==> src/rtl/fwd_pkg.sv <==
// Shared encodings, tag record and slot indices for the forwarding/hazard unit.
// Tag dest is sized for the widest supported address; narrower addresses are zero-extended.
package fwd_pkg;

  localparam logic [1:0] FWD_SEL_RF  = 2'b00;
  localparam logic [1:0] FWD_SEL_EX  = 2'b01;
  localparam logic [1:0] FWD_SEL_MEM = 2'b10;
  localparam logic [1:0] FWD_SEL_WB  = 2'b11;

  localparam int unsigned TAG_ADDR_MAX = 8;

  localparam int unsigned NUM_SLOTS = 3;
  localparam int unsigned SLOT_EX   = 0;
  localparam int unsigned SLOT_MEM  = 1;
  localparam int unsigned SLOT_WB   = 2;

  typedef struct packed {
    logic                    valid;
    logic [TAG_ADDR_MAX-1:0] dest;
    logic                    wr_en;
    logic                    is_load;
  } fwd_tag_t;

  // A load only has its data once it reaches the configured load stage.
  function automatic logic slot_avail(input int unsigned slot, input logic is_load,
                                      input int unsigned load_avail);
    logic avail;
    if (!is_load) begin
      avail = 1'b1;
    end else if (slot == SLOT_WB) begin
      avail = 1'b1;
    end else if (slot == SLOT_MEM) begin
      avail = (load_avail == 1);
    end else begin
      avail = 1'b0;
    end
    return avail;
  endfunction

endpackage

==> src/rtl/fwd_src_mux.sv <==
// Per-operand tag compare, youngest-producer priority, load availability and data select.
module fwd_src_mux
  import fwd_pkg::*;
#(
  parameter int unsigned DW         = 8,
  parameter int unsigned ADDR_W     = 4,
  parameter int unsigned LOAD_AVAIL = 2,
  parameter int unsigned ZERO_REG   = 1
) (
  input  logic [ADDR_W-1:0]           i_src_addr,
  input  logic                        i_src_used,
  input  logic [DW-1:0]               i_rf_data,
  input  logic [DW-1:0]               i_ex_data,
  input  logic [DW-1:0]               i_mem_data,
  input  logic [DW-1:0]               i_wb_data,
  input  fwd_tag_t [NUM_SLOTS-1:0]    i_slots,
  output logic [DW-1:0]               o_data,
  output logic [1:0]                  o_sel,
  output logic                        o_stall
);

  logic [TAG_ADDR_MAX-1:0] w_addr_ext;
  logic                    w_zero;
  logic [NUM_SLOTS-1:0]    w_hit;

  assign w_addr_ext = TAG_ADDR_MAX'(i_src_addr);
  assign w_zero     = (ZERO_REG != 0) && (i_src_addr == '0);

  always_comb begin
    w_hit = '0;
    for (int s = 0; s < NUM_SLOTS; s++) begin
      w_hit[s] = i_src_used && i_slots[s].valid && i_slots[s].wr_en &&
                 (i_slots[s].dest == w_addr_ext) && !w_zero;
    end
  end

  always_comb begin
    o_sel   = FWD_SEL_RF;
    o_data  = i_rf_data;
    o_stall = 1'b0;
    if (w_hit[SLOT_EX]) begin
      o_sel   = FWD_SEL_EX;
      o_data  = i_ex_data;
      o_stall = !slot_avail(SLOT_EX, i_slots[SLOT_EX].is_load, LOAD_AVAIL);
    end else if (w_hit[SLOT_MEM]) begin
      o_sel   = FWD_SEL_MEM;
      o_data  = i_mem_data;
      o_stall = !slot_avail(SLOT_MEM, i_slots[SLOT_MEM].is_load, LOAD_AVAIL);
    end else if (w_hit[SLOT_WB]) begin
      o_sel   = FWD_SEL_WB;
      o_data  = i_wb_data;
      o_stall = !slot_avail(SLOT_WB, i_slots[SLOT_WB].is_load, LOAD_AVAIL);
    end
  end

endmodule

==> src/rtl/fwd_hazard_unit.sv <==
// Shadow tag pipeline (EX/MEM/WB), per-operand forwarding muxes, load-use stall and
// saturating stall-cycle counter.
module fwd_hazard_unit
  import fwd_pkg::*;
#(
  parameter int unsigned NUM_DOMAINS = 1,
  parameter int unsigned NUM_SRC     = 3,
  parameter int unsigned ADDR_W      = 4,
  parameter int unsigned LOAD_AVAIL  = 2,
  parameter int unsigned ZERO_REG    = 1,
  parameter int unsigned STALL_CNT_W = 16
) (
  input  logic                        i_clk,
  input  logic                        i_rst_n,
  input  logic                        i_pipe_en,
  input  logic                        i_flush,
  input  logic                        i_id_valid,
  input  logic [ADDR_W-1:0]           i_id_dest,
  input  logic                        i_id_wr_en,
  input  logic                        i_id_is_load,
  input  logic [NUM_SRC*ADDR_W-1:0]   i_src_addr,
  input  logic [NUM_SRC-1:0]          i_src_used,
  input  logic [NUM_SRC*NUM_DOMAINS*8-1:0] i_rf_data,
  input  logic [NUM_DOMAINS*8-1:0]    i_ex_data,
  input  logic [NUM_DOMAINS*8-1:0]    i_mem_data,
  input  logic [NUM_DOMAINS*8-1:0]    i_wb_data,
  output logic [NUM_SRC*NUM_DOMAINS*8-1:0] o_src_data_fwd,
  output logic [NUM_SRC*2-1:0]        o_fwd_sel,
  output logic                        o_stall,
  output logic [STALL_CNT_W-1:0]      o_stall_cnt
);

  localparam int unsigned DW = NUM_DOMAINS * 8;

  fwd_tag_t [NUM_SLOTS-1:0] r_slots;
  fwd_tag_t                 w_id_tag;
  logic [NUM_SRC-1:0]       w_src_stall;
  logic                     w_stall;
  logic [STALL_CNT_W-1:0]   r_stall_cnt;

  for (genvar k = 0; k < NUM_SRC; k++) begin : g_src
    fwd_src_mux #(
      .DW         (DW),
      .ADDR_W     (ADDR_W),
      .LOAD_AVAIL (LOAD_AVAIL),
      .ZERO_REG   (ZERO_REG)
    ) u_src_mux (
      .i_src_addr (i_src_addr[k*ADDR_W +: ADDR_W]),
      .i_src_used (i_src_used[k]),
      .i_rf_data  (i_rf_data[k*DW +: DW]),
      .i_ex_data  (i_ex_data),
      .i_mem_data (i_mem_data),
      .i_wb_data  (i_wb_data),
      .i_slots    (r_slots),
      .o_data     (o_src_data_fwd[k*DW +: DW]),
      .o_sel      (o_fwd_sel[k*2 +: 2]),
      .o_stall    (w_src_stall[k])
    );
  end

  assign w_stall = |w_src_stall;

  // A stalled or flushed ID instruction becomes a bubble in EX.
  always_comb begin
    w_id_tag = '0;
    if (i_id_valid && !w_stall && !i_flush) begin
      w_id_tag.valid   = 1'b1;
      w_id_tag.dest    = TAG_ADDR_MAX'(i_id_dest);
      w_id_tag.wr_en   = i_id_wr_en;
      w_id_tag.is_load = i_id_is_load;
    end
  end

  always_ff @(posedge i_clk or negedge i_rst_n) begin
    if (!i_rst_n) begin
      r_slots     <= '0;
      r_stall_cnt <= '0;
    end else if (i_pipe_en) begin
      r_slots[SLOT_WB]  <= r_slots[SLOT_MEM];
      r_slots[SLOT_MEM] <= r_slots[SLOT_EX];
      r_slots[SLOT_EX]  <= w_id_tag;
      if (w_stall && (r_stall_cnt != '1)) begin
        r_stall_cnt <= r_stall_cnt + STALL_CNT_W'(1);
      end
    end
  end

  assign o_stall     = w_stall;
  assign o_stall_cnt = r_stall_cnt;

endmodule
==> config.mk <==
export PLATFORM = sky130hd
export DESIGN_NAME = fwd_hazard_unit
export DESIGN_NICKNAME = d
export VERILOG_FILES = /design/src/rtl/fwd_pkg.sv /design/src/rtl/fwd_src_mux.sv /design/src/rtl/fwd_hazard_unit.sv
export SDC_FILE = /design/constraint.sdc
export NUM_CORES = 1
export LEC_CHECK = 0
export ABC_AREA = 0
export ABC_CLOCK_PERIOD_IN_PS = 3050
export BUFFER_PORTS_ARGS = -buffer_cell sky130_fd_sc_hd__buf_2
export CAP_MARGIN = 20
export CORE_MARGIN = 2
export CORE_UTILIZATION = 30
export CTS_BUF_LIST = sky130_fd_sc_hd__clkbuf_4 sky130_fd_sc_hd__clkbuf_8
export CTS_CLUSTER_SIZE = 40
export DETAILED_ROUTE_END_ITERATION = 8
export MAX_ROUTING_LAYER = met4
export PLACE_DENSITY_LB_ADDON = 0.08
export SLEW_MARGIN = 20
export SYNTH_ARGS = -nofsm -noshare
export SYNTH_HDL_FRONTEND = slang
export SYNTH_HIERARCHICAL = 1
export SYNTH_SLANG_ARGS = --single-unit
==> constraint.sdc <==
create_clock -name i_clk -period 3.05 [get_ports i_clk]
set_input_delay 0.1525 -clock i_clk [delete_from_list [all_inputs] [get_ports i_clk]]
set_output_delay 0.1525 -clock i_clk [all_outputs]
set_load 0.01 [all_outputs]
==> results of run 1 <==
-- power by group through the flow --
stage                     Sequential (W)  Clock (W)  Combinational [W]
after CTS                       0.000532   0.000434           0.000304
after global routing            0.000537   0.000458           0.000332
final                           0.000532   0.000419           0.000302
after global placement          0.000541          0           0.000302
after floorplan                 0.000530          0           0.000196
after detailed placement        0.000542          0           0.000302
-- worst max-delay path by stage --
stage                                  from                           to  slack (ns)  cells after the start
global route        r_slots[13]$_DFFE_PN0P_  o_stall_cnt[11]$_DFFE_PN0P_        0.08                      9
CTS                 r_slots[14]$_DFFE_PN0P_  o_stall_cnt[11]$_DFFE_PN0P_        0.31                      9
global placement    r_slots[14]$_DFFE_PN0P_  o_stall_cnt[11]$_DFFE_PN0P_        0.43                      9
finish              r_slots[14]$_DFFE_PN0P_  o_stall_cnt[11]$_DFFE_PN0P_        0.30                      9
detailed placement  r_slots[14]$_DFFE_PN0P_  o_stall_cnt[11]$_DFFE_PN0P_        0.37                      9
floorplan            r_slots[3]$_DFFE_PN0P_  o_stall_cnt[11]$_DFFE_PN0P_        0.65                      9
-- through the flow --
| stage | total power [W] | worst slack, ns | hold WS [ns] |
|---|---|---|---|
| detailed placement | 0.000844 | 0.367 | 0.303 |
| global route | 0.00133 | 0.0826 | 0.0745 |
| floorplan | 0.000726 | 0.645 | -0.143 |
| finish | 0.00125 | 0.304 | 0.0728 |
| CTS | 0.00127 | 0.312 | 0.0716 |
| global placement | 0.000843 | 0.426 | 0.300 |
-- registers in the layout, summed over array words and instances, names as in the netlist --
register	flops
o_stall_cnt	16
r_slots	20
-- area by class of cell --
type                            instances  area (um^2)  share of cell area
Clock buffer                            5         68.8              0.0158
Tap cell                              143          179              0.0411
Clock inverter                          3         42.5             0.00977
Timing Repair Buffer                  127          656               0.151
Sequential cell                        36          901               0.207
Inverter                               14         52.6              0.0121
Multi-Input combinational cell        337         2460               0.564
-- metal layers --
| metal | global-route usage | up-vias | wire, um |
|---|---|---|---|
| met5 | - | - | 0 |
| met4 | 0.0502 | 0 | 240 |
| met3 | 0.0289 | 14 | 577 |
| met2 | 0.286 | 96 | 5110 |
| met1 | 0.238 | 1603 | 5120 |
| li1 | - | 1674 | - |
-- cells in the final DEF (no fill, tap or decap), drive strengths merged, types with 2 or more instances in the layout --
master and count:
a21oi 33, xor2 22, nor2b 3, mux2 14
xnor2 28, and4 4, buf 126, dfrtp 36
o21ai 27, conb 36, clkbuf 5, nand4 11
nor2 4, mux2i 12, o41ai 3, a22o 18
o21bai 3, nor3 8, nor4 11, o2111ai 3
inv 14, nand2 14, and3 12, o41a 3
nor4b 3, nand3 39, a31oi 3, or4 13
o211ai 2
-- worst max-delay path, cell delays in order (launching register included) --
cell      delay (ns)
dfrtp_1         0.45
xor2_1          0.19
nor4_4          0.41
and3_1          0.39
nand2_1         0.09
o21ai_1         0.16
o31a_1          0.24
and4_1          0.33
and4bb_2        0.26
xor2_1          0.15
-- repair_timing --
action,CTS,global route
endpoints found under the hold margin,29,0
hold buffers,1,0
setup buffers,0,0
==> results.yml, run 1 <==
status:
  outcome: "complete, no violations"
drt:
  ant_nets: 0
  first_iter_violations: 236
  wirelength_um: 11000
  vias: 3387
  dr.pass1.iters: 4
  via_per_inst: 5.09
  wl_per_cell_um: 16.6
  drc: 0
finish:
  synthToLayoutAreaGrowth_pct: 25.7
  insertedDiodeCount: 0
  final_nets: 596
  num-fill-cells: 1201
  drive_gt1_frac: 0.335
  fin_util: 0.383
  finalNonFillerCells: 665
  final_cell_area_um2: 4360
sta:
  worst_clock_skew_ns: 0.00778
  tns_ns: 0
  fmax_ghz: 0.364
  finalSetupViolCount: 0
  finalHoldViolations: 0
  tightest_slew_ns: 0.818
  maxSlewViolCount: 0
  slew_headroom: 0.455
  rsz0062_at_grt: "no"
  min_period_ns: 2.75
  fin_crit_sh: 0.900
floorplan:
  dieWidth_um: 111
  die_y_um: 111
  pin_count: 121
  core_area_um2: 11400
  dieArea_um2: 12400
  start_util: 0.305
  fp-row-count: 39
clock_network:
  cts_buffer_depth: 2
  cts_tree: "built"
  h-tree-depth: 2
  clkLatencyLatePin_ns: 0.29
  postCtsResizedCells: 0
  cts_inserted_buffers: 5
  root_buffer: "clkbuf_8"
  clk_pin_slew_worst_paths_ns: 0.08
  cts.sinks: 36
place:
  dp_cells: 656
  gp_congestion: 0.825
  port_buffers: 120
  placed_area_um2: 4230
  place.detailed.hpwl_um: 9280
critical_path:
  r2r_setup_slack_ns: 0.30
  r2r.worst_path.cells: 9
  r2r_end: "o_stall_cnt[11]$_DFFE_PN0P_"
  worstPathMaxFanout: 6
  arrival_ns: 2.96
  path_class: "flip-flop to flip-flop"
  end_kind: "flip-flop"
  required_ns: 3.26
  r2r_start: "r_slots[14]$_DFFE_PN0P_"
  critPathLaunchType: "flip-flop"
power_and_ir_drop:
  p_int_w: 0.000876
  p_switching_w: 0.000377
  combPwrFrac: 0.241
  power_density_nw_per_um2: 288
  power_frac_seq: 0.425
  leakage_nw: 2.15
  swShare: 0.301
  p_clk_frac: 0.334
  ir_worst_vdd_v: 0.000227
global_route:
  grt_overflow: 0
  grt_pass1_wl_um: 17400
  grt_max_degree: 37
  antenna_found_initial: 0
  grtUsageTotal: 0.179
  grt_pass1_vias: 3247
yosys:
  ys_warn_count: 6
  avgSynthCellArea_um2: 9.19
  synthCells: 377
  syn-cell-area_um2: 3470
worst_hold_path:
  hold_class: "primary input to flip-flop"
  whs_path_depth: 2
  hp-start: "i_id_dest[0]"
  whs_endpoint: "r_slots[2]$_DFFE_PN0P_"
job:
  drv_cap: 0
(Power assumes the default switching activity.)
==> inputs of run 2 (changes only) <==
Settings changed: SYNTH_HIERARCHICAL 1 to not set.
==> results.yml, run 2 <==
power_and_ir_drop:
  swShare: 0.276
  ir_worst_vdd_v: 0.000177
  p_clk_frac: 0.352
  power_density_nw_per_um2: 336
  leakage_nw: 1.78
  p_int_w: 0.000876
  power_frac_seq: 0.443
  combPwrFrac: 0.205
  p_switching_w: 0.000334
drt:
  wirelength_um: 8940
  drc: 0
  dr.pass1.iters: 5
  via_per_inst: 5.12
  vias: 2771
  wl_per_cell_um: 16.5
  first_iter_violations: 168
  ant_nets: 0
floorplan:
  die_y_um: 100
  dieWidth_um: 100
  start_util: 0.304
  dieArea_um2: 10000
  pin_count: 121
  core_area_um2: 9110
  fp-row-count: 35
yosys:
  async_flop_share: 1.00
  synth_common_cells: "nor2_1 (46), dfrtp_1 (36), a21oi_1 (32)"
  yosys.area.top_type: "dfrtp_1"
  syn-cell-area_um2: 2770
  synth.distinct_cells: 45
  synthCells: 311
  avgSynthCellArea_um2: 8.91
  ys_warn_count: 0
  synth_top_area_frac: 0.325
  ys.flop_type: "dfrtp_1"
  synth.most_common_cell: "nor2_1"
  synth_fp_nets: 386
  synth_edf_count: 0
  synth_seq_cells: 36
  yosysSeqAreaShare: 0.325
  synth_area_leaders: "dfrtp_1 (33%), xor2_1 (9.5%), xnor2_1 (6.6%)"
sta:
  slew_headroom: 0.445
  rsz0062_at_grt: "no"
  fmax_ghz: 0.375
  worst_clock_skew_ns: 0.00461
  min_period_ns: 2.66
  tightest_slew_ns: 0.826
  holdWs_ns: 0.0848
  finalSetupViolCount: 0
  tns_ns: 0
  maxSlewViolCount: 0
  finalHoldViolations: 0
  fin_crit_sh: 0.874
place:
  placed_area_um2: 3470
  place.detailed.hpwl_um: 6960
  port_buffers: 120
  gp_congestion: 0.832
status:
  outcome: "complete, no violations"
finish:
  drive_gt1_frac: 0.381
  final_cell_area_um2: 3600
  final_common_cell: "buf_2"
  largest_register_ff_count: 20
  insertedDiodeCount: 0
  synthToLayoutAreaGrowth_pct: 29.9
  layout_common_cells: "buf_2 (120), nor2_1 (46), dfrtp_1 (36)"
  regMostFlops: "r_slots"
  final_nets: 504
global_route:
  grt_pass1_vias: 2733
  grt_overflow: 0
  grtUsageTotal: 0.186
  grt_pass1_wl_um: 14200
  grt_max_degree: 37
  antenna_found_initial: 0
worst_hold_path:
  hold_class: "primary input to flip-flop"
clock_network:
  cts.sinks: 36
  cts_tree: "built"
  cts_buffer_depth: 2
  h-tree-depth: 2
  clkLatencyLatePin_ns: 0.28
  root_buffer: "clkbuf_8"
  cts_inserted_buffers: 5
  clk_pin_slew_worst_paths_ns: 0.07
  cts_setup_buffers: 0
critical_path:
  worstPathMaxFanout: 9
  required_ns: 2.90
  end_kind: "output port"
  path_class: "flip-flop to output port"
  crit_slowest_cell: "or4_4"
  crit_path_cell_trace: "xor2_1, or4_4, nor2_1, o21bai_1, a221oi_1, a21oi_1, buf_2"
  critPathLaunchType: "flip-flop"
  max_stage_delay_ns: 0.54
  arrival_ns: 2.51
job:
  drv_cap: 0
run 2: area by class of cell:
cell class	instances	area (um^2)
fillers	986	5510
well taps	111	139
clock inverters	2	35.0
multi-input cells	254	1780
inverters	7	26.3
flip-flops and latches	36	901
repair buffers	125	641
clock buffers	6	76.3
run 2: final timing paths:
check / start / endpoint / slack (ns) / cells after the start
max reg2reg: r_slots[3]$_DFFE_PN0P_ / o_stall_cnt[9]$_DFFE_PN0P_ / 0.39 / 8
min: i_id_dest[0] / r_slots[2]$_DFFE_PN0P_ / 0.08 / 2
max: r_slots[13]$_DFFE_PN0P_ / o_src_data_fwd[23] / 0.39 / 7
min in group asynchronous: i_rst_n / o_stall_cnt[12]$_DFFE_PN0P_ / 0.51 / 2
min reg2reg: o_stall_cnt[15]$_DFFE_PN0P_ / o_stall_cnt[15]$_DFFE_PN0P_ / 0.51 / 1
max in group asynchronous: i_rst_n / r_slots[3]$_DFFE_PN0P_ / 2.02 / 2
run 2: cells by family (layout without fill, tap and decap cells):
family | after synthesis | after routing | synth area share
AO/OA/AOI/OAI | 76 | 76 | 0.208
multiplexers | 13 | 13 | 0.0542
adder cells (fa/ha/maj) | 1 | 1 | 0.00452
AND/OR/NAND/NOR | 113 | 113 | 0.212
buffers and inverters | 21 | 140 | 0.0352
flip-flops | 36 | 36 | 0.325
XOR/XNOR | 51 | 51 | 0.161
run 2: what timing repair did:
action,in CTS,in global routing
endpoints found under the hold margin,21,0
gates resized for setup,0,1
endpoints found under the setup margin,0,1
hold buffers,1,0
run 2: metrics by stage:
| stage | setup slack [ns] | utilization | cells | total power (W) |
|---|---|---|---|---|
| final | 0.386 | 0.395 | 541 | 0.00121 |
| after global routing | 0.179 | 0.395 | 541 | 0.00128 |
| after CTS | 0.169 | 0.394 | 541 | 0.00123 |
| after detailed placement | 0.407 | 0.381 | 532 | 0.000793 |
| after global placement | 0.468 | 0.381 | 532 | 0.000791 |
| after floorplan | 0.785 | - | 311 | 0.000667 |
run 2: power by group through the flow:
| stage | sequential, W | combinational [W] | clock (W) |
|---|---|---|---|
| 2_1_floorplan | 0.000537 | 0.000130 | 0 |
| 3_3_place_gp | 0.000545 | 0.000246 | 0 |
| 3_5_place_dp | 0.000545 | 0.000248 | 0 |
| 4_1_cts | 0.000535 | 0.000251 | 0.000443 |
| 5_1_grt | 0.000540 | 0.000275 | 0.000464 |
| 6_report | 0.000535 | 0.000248 | 0.000426 |
run 2: per-layer routing:
metal,global-route usage,share of wire,vias to the layer above
met3,0.0327,0.051,12
met1,0.243,0.46,1309
li1,-,-,1365
met2,0.300,0.48,85
met5,-,0,-
met4,0.0453,0.017,0
run 2: critical path: cells and delay by family, from the launching register on:
kind            cells  cell delay, ns
flops               1            0.45
xor+xnor            1            0.17
simple gates        2            0.70
compound gates      3            0.75
buf+inv             1            0.16
==> inputs of run 3 (changes only) <==
==> constraint.sdc (replaced) <==
create_clock -name i_clk -period 3.05 [get_ports i_clk]
set_input_delay 0.61 -clock i_clk [delete_from_list [all_inputs] [get_ports i_clk]]
set_output_delay 0.61 -clock i_clk [all_outputs]
set_load 0.01 [all_outputs]
==> results.yml, run 3 (same netlist as run 2, synthesis figures left out) <==
sta:
  maxSlewViolCount: 0
  finalHoldViolations: 0
  slew_headroom: 0.452
  fin_ws_ns: 0.0779
  min_period_ns: 2.97
  finalSetupViolCount: 0
  rsz0062_at_grt: "yes"
  fin_crit_sh: 0.974
  fmax_ghz: 0.336
  worst_clock_skew_ns: 0.0123
  holdWs_ns: 0.411
  tightest_slew_ns: 0.822
  tns_ns: 0
drt:
  drc: 0
  via_per_inst: 5.09
  wirelength_um: 9250
  dr.pass1.iters: 8
  wl_per_cell_um: 16.4
  first_iter_violations: 151
  vias: 2871
  ant_nets: 0
clock_network:
  clk_pin_slew_worst_paths_ns: 0.08
  cts.sinks: 36
  root_buffer: "clkbuf_8"
  h-tree-depth: 2
  cts_buffer_depth: 2
  cts_tree: "built"
  clkLatencyLatePin_ns: 0.29
  postCtsHoldBufs: 0
  cts_inserted_buffers: 5
place:
  place_ws_ns: -0.296
  port_buffers: 120
  place.detailed.hpwl_um: 7140
  gp_congestion: 0.863
floorplan:
  die_y_um: 100
  core_area_um2: 9110
  dieArea_um2: 10000
  start_util: 0.304
  fp-row-count: 35
  dieWidth_um: 100
  pin_count: 121
global_route:
  grt_pass1_wl_um: 14400
  grt_max_degree: 37
  grtUsageTotal: 0.186
  grt_overflow: 0
  grt_pass1_vias: 2787
  antenna_found_initial: 0
critical_path:
  critPathLaunchType: "primary input"
  path_class: "primary input to output port"
  required_ns: 2.44
  crit_slowest_cell: "or4_4"
  r2r_end: "o_stall_cnt[11]$_DFFE_PN0P_"
  r2r_setup_slack_ns: 0.58
  r2r.worst_path.cells: 9
  crit_path_cell_trace: "buf_2, xor2_1, or4_4, nor2_4, o21bai_4, a221oi_1, a21oi_1, buf_2"
  cp_common_cell: "buf_2"
  r2r_start: "r_slots[5]$_DFFE_PN0P_"
  arrival_ns: 2.36
  cp_top_family: "simple AND/OR/NAND/NOR gates"
  worstPathMaxFanout: 9
  max_stage_delay_ns: 0.55
  worst-path-buf-inv: 2
  end_kind: "output port"
finish:
  final_nets: 527
  regMostFlops: "r_slots"
  drive_gt1_frac: 0.442
  fin_util: 0.423
  synthToLayoutAreaGrowth_pct: 39.2
  insertedDiodeCount: 0
  layout_common_cells: "buf_2 (120), nor2_1 (45), dfrtp_1 (34)"
  final_common_cell: "buf_2"
  largest_register_ff_count: 20
worst_hold_path:
  hold_class: "primary input to asynchronous set/reset pin"
job:
  drv_cap: 0
power_and_ir_drop:
  leakage_nw: 1.89
  power_density_nw_per_um2: 304
  ir_worst_vdd_v: 0.000273
status:
  outcome: "complete, no violations"
[run 3: cell types whose count changed in the layout (fill, tap and decap cells not counted), sizes merged]
cell	change
buf	+24
dlygate4sd3	-1
bufinv	-1
inv	+1
[run 3: per-layer routing]
metal  share of wire  global-route usage
met3           0.050              0.0279
met4           0.011              0.0358
met2            0.50               0.308
met1            0.44               0.245
met5               0                   -
[run 3: layout make-up]
type,count,area (um^2)
Multi-Input combinational cell,254,1870
Clock inverter,2,13.8
Tap cell,111,139
Timing Repair Buffer,148,823
Clock buffer,6,82.6
Fill cell,972,5250
Sequential cell,36,903
Inverter,7,26.3
[run 3: where the power goes]
part | switching [W] | total, W | internal [W]
Clock | 0.000178 | 0.000363 | 0.000185
Sequential | 0.0000330 | 0.000535 | 0.000502
Combinational | 0.000135 | 0.000275 | 0.000140
[run 3: stage by stage]
step	cell area (um^2)	total power, W	std cells
6_report	3850	0.00117	564
2_1_floorplan	2770	0.000667	311
5_1_grt	3850	0.00124	564
3_3_place_gp	3630	0.000808	553
3_5_place_dp	3630	0.000808	553
4_1_cts	3740	0.00118	561
[run 3: how the worst max path moves through the flow]
stage,slack (ns),endpoint,cells after the start,from
after global placement,-0.44,o_src_data_fwd[5],8,i_src_addr[2]
after global routing,-0.02,o_src_data_fwd[5],7,r_slots[26]$_DFFE_PN0P_
after detailed placement,-0.30,o_src_data_fwd[16],8,i_src_addr[9]
final,0.08,o_src_data_fwd[23],8,i_src_addr[8]
after floorplan,0.18,o_src_data_fwd[10],11,i_src_addr[7]
after CTS,0.0006,o_src_data_fwd[16],8,r_slots[25]$_DFFE_PN0P_
[run 3: what timing repair did]
item                       in CTS  in global routing
setup buffers                   0                  3
setup endpoints to repair      10                 26
pin swaps                       0                  1
resized for setup               4                 14
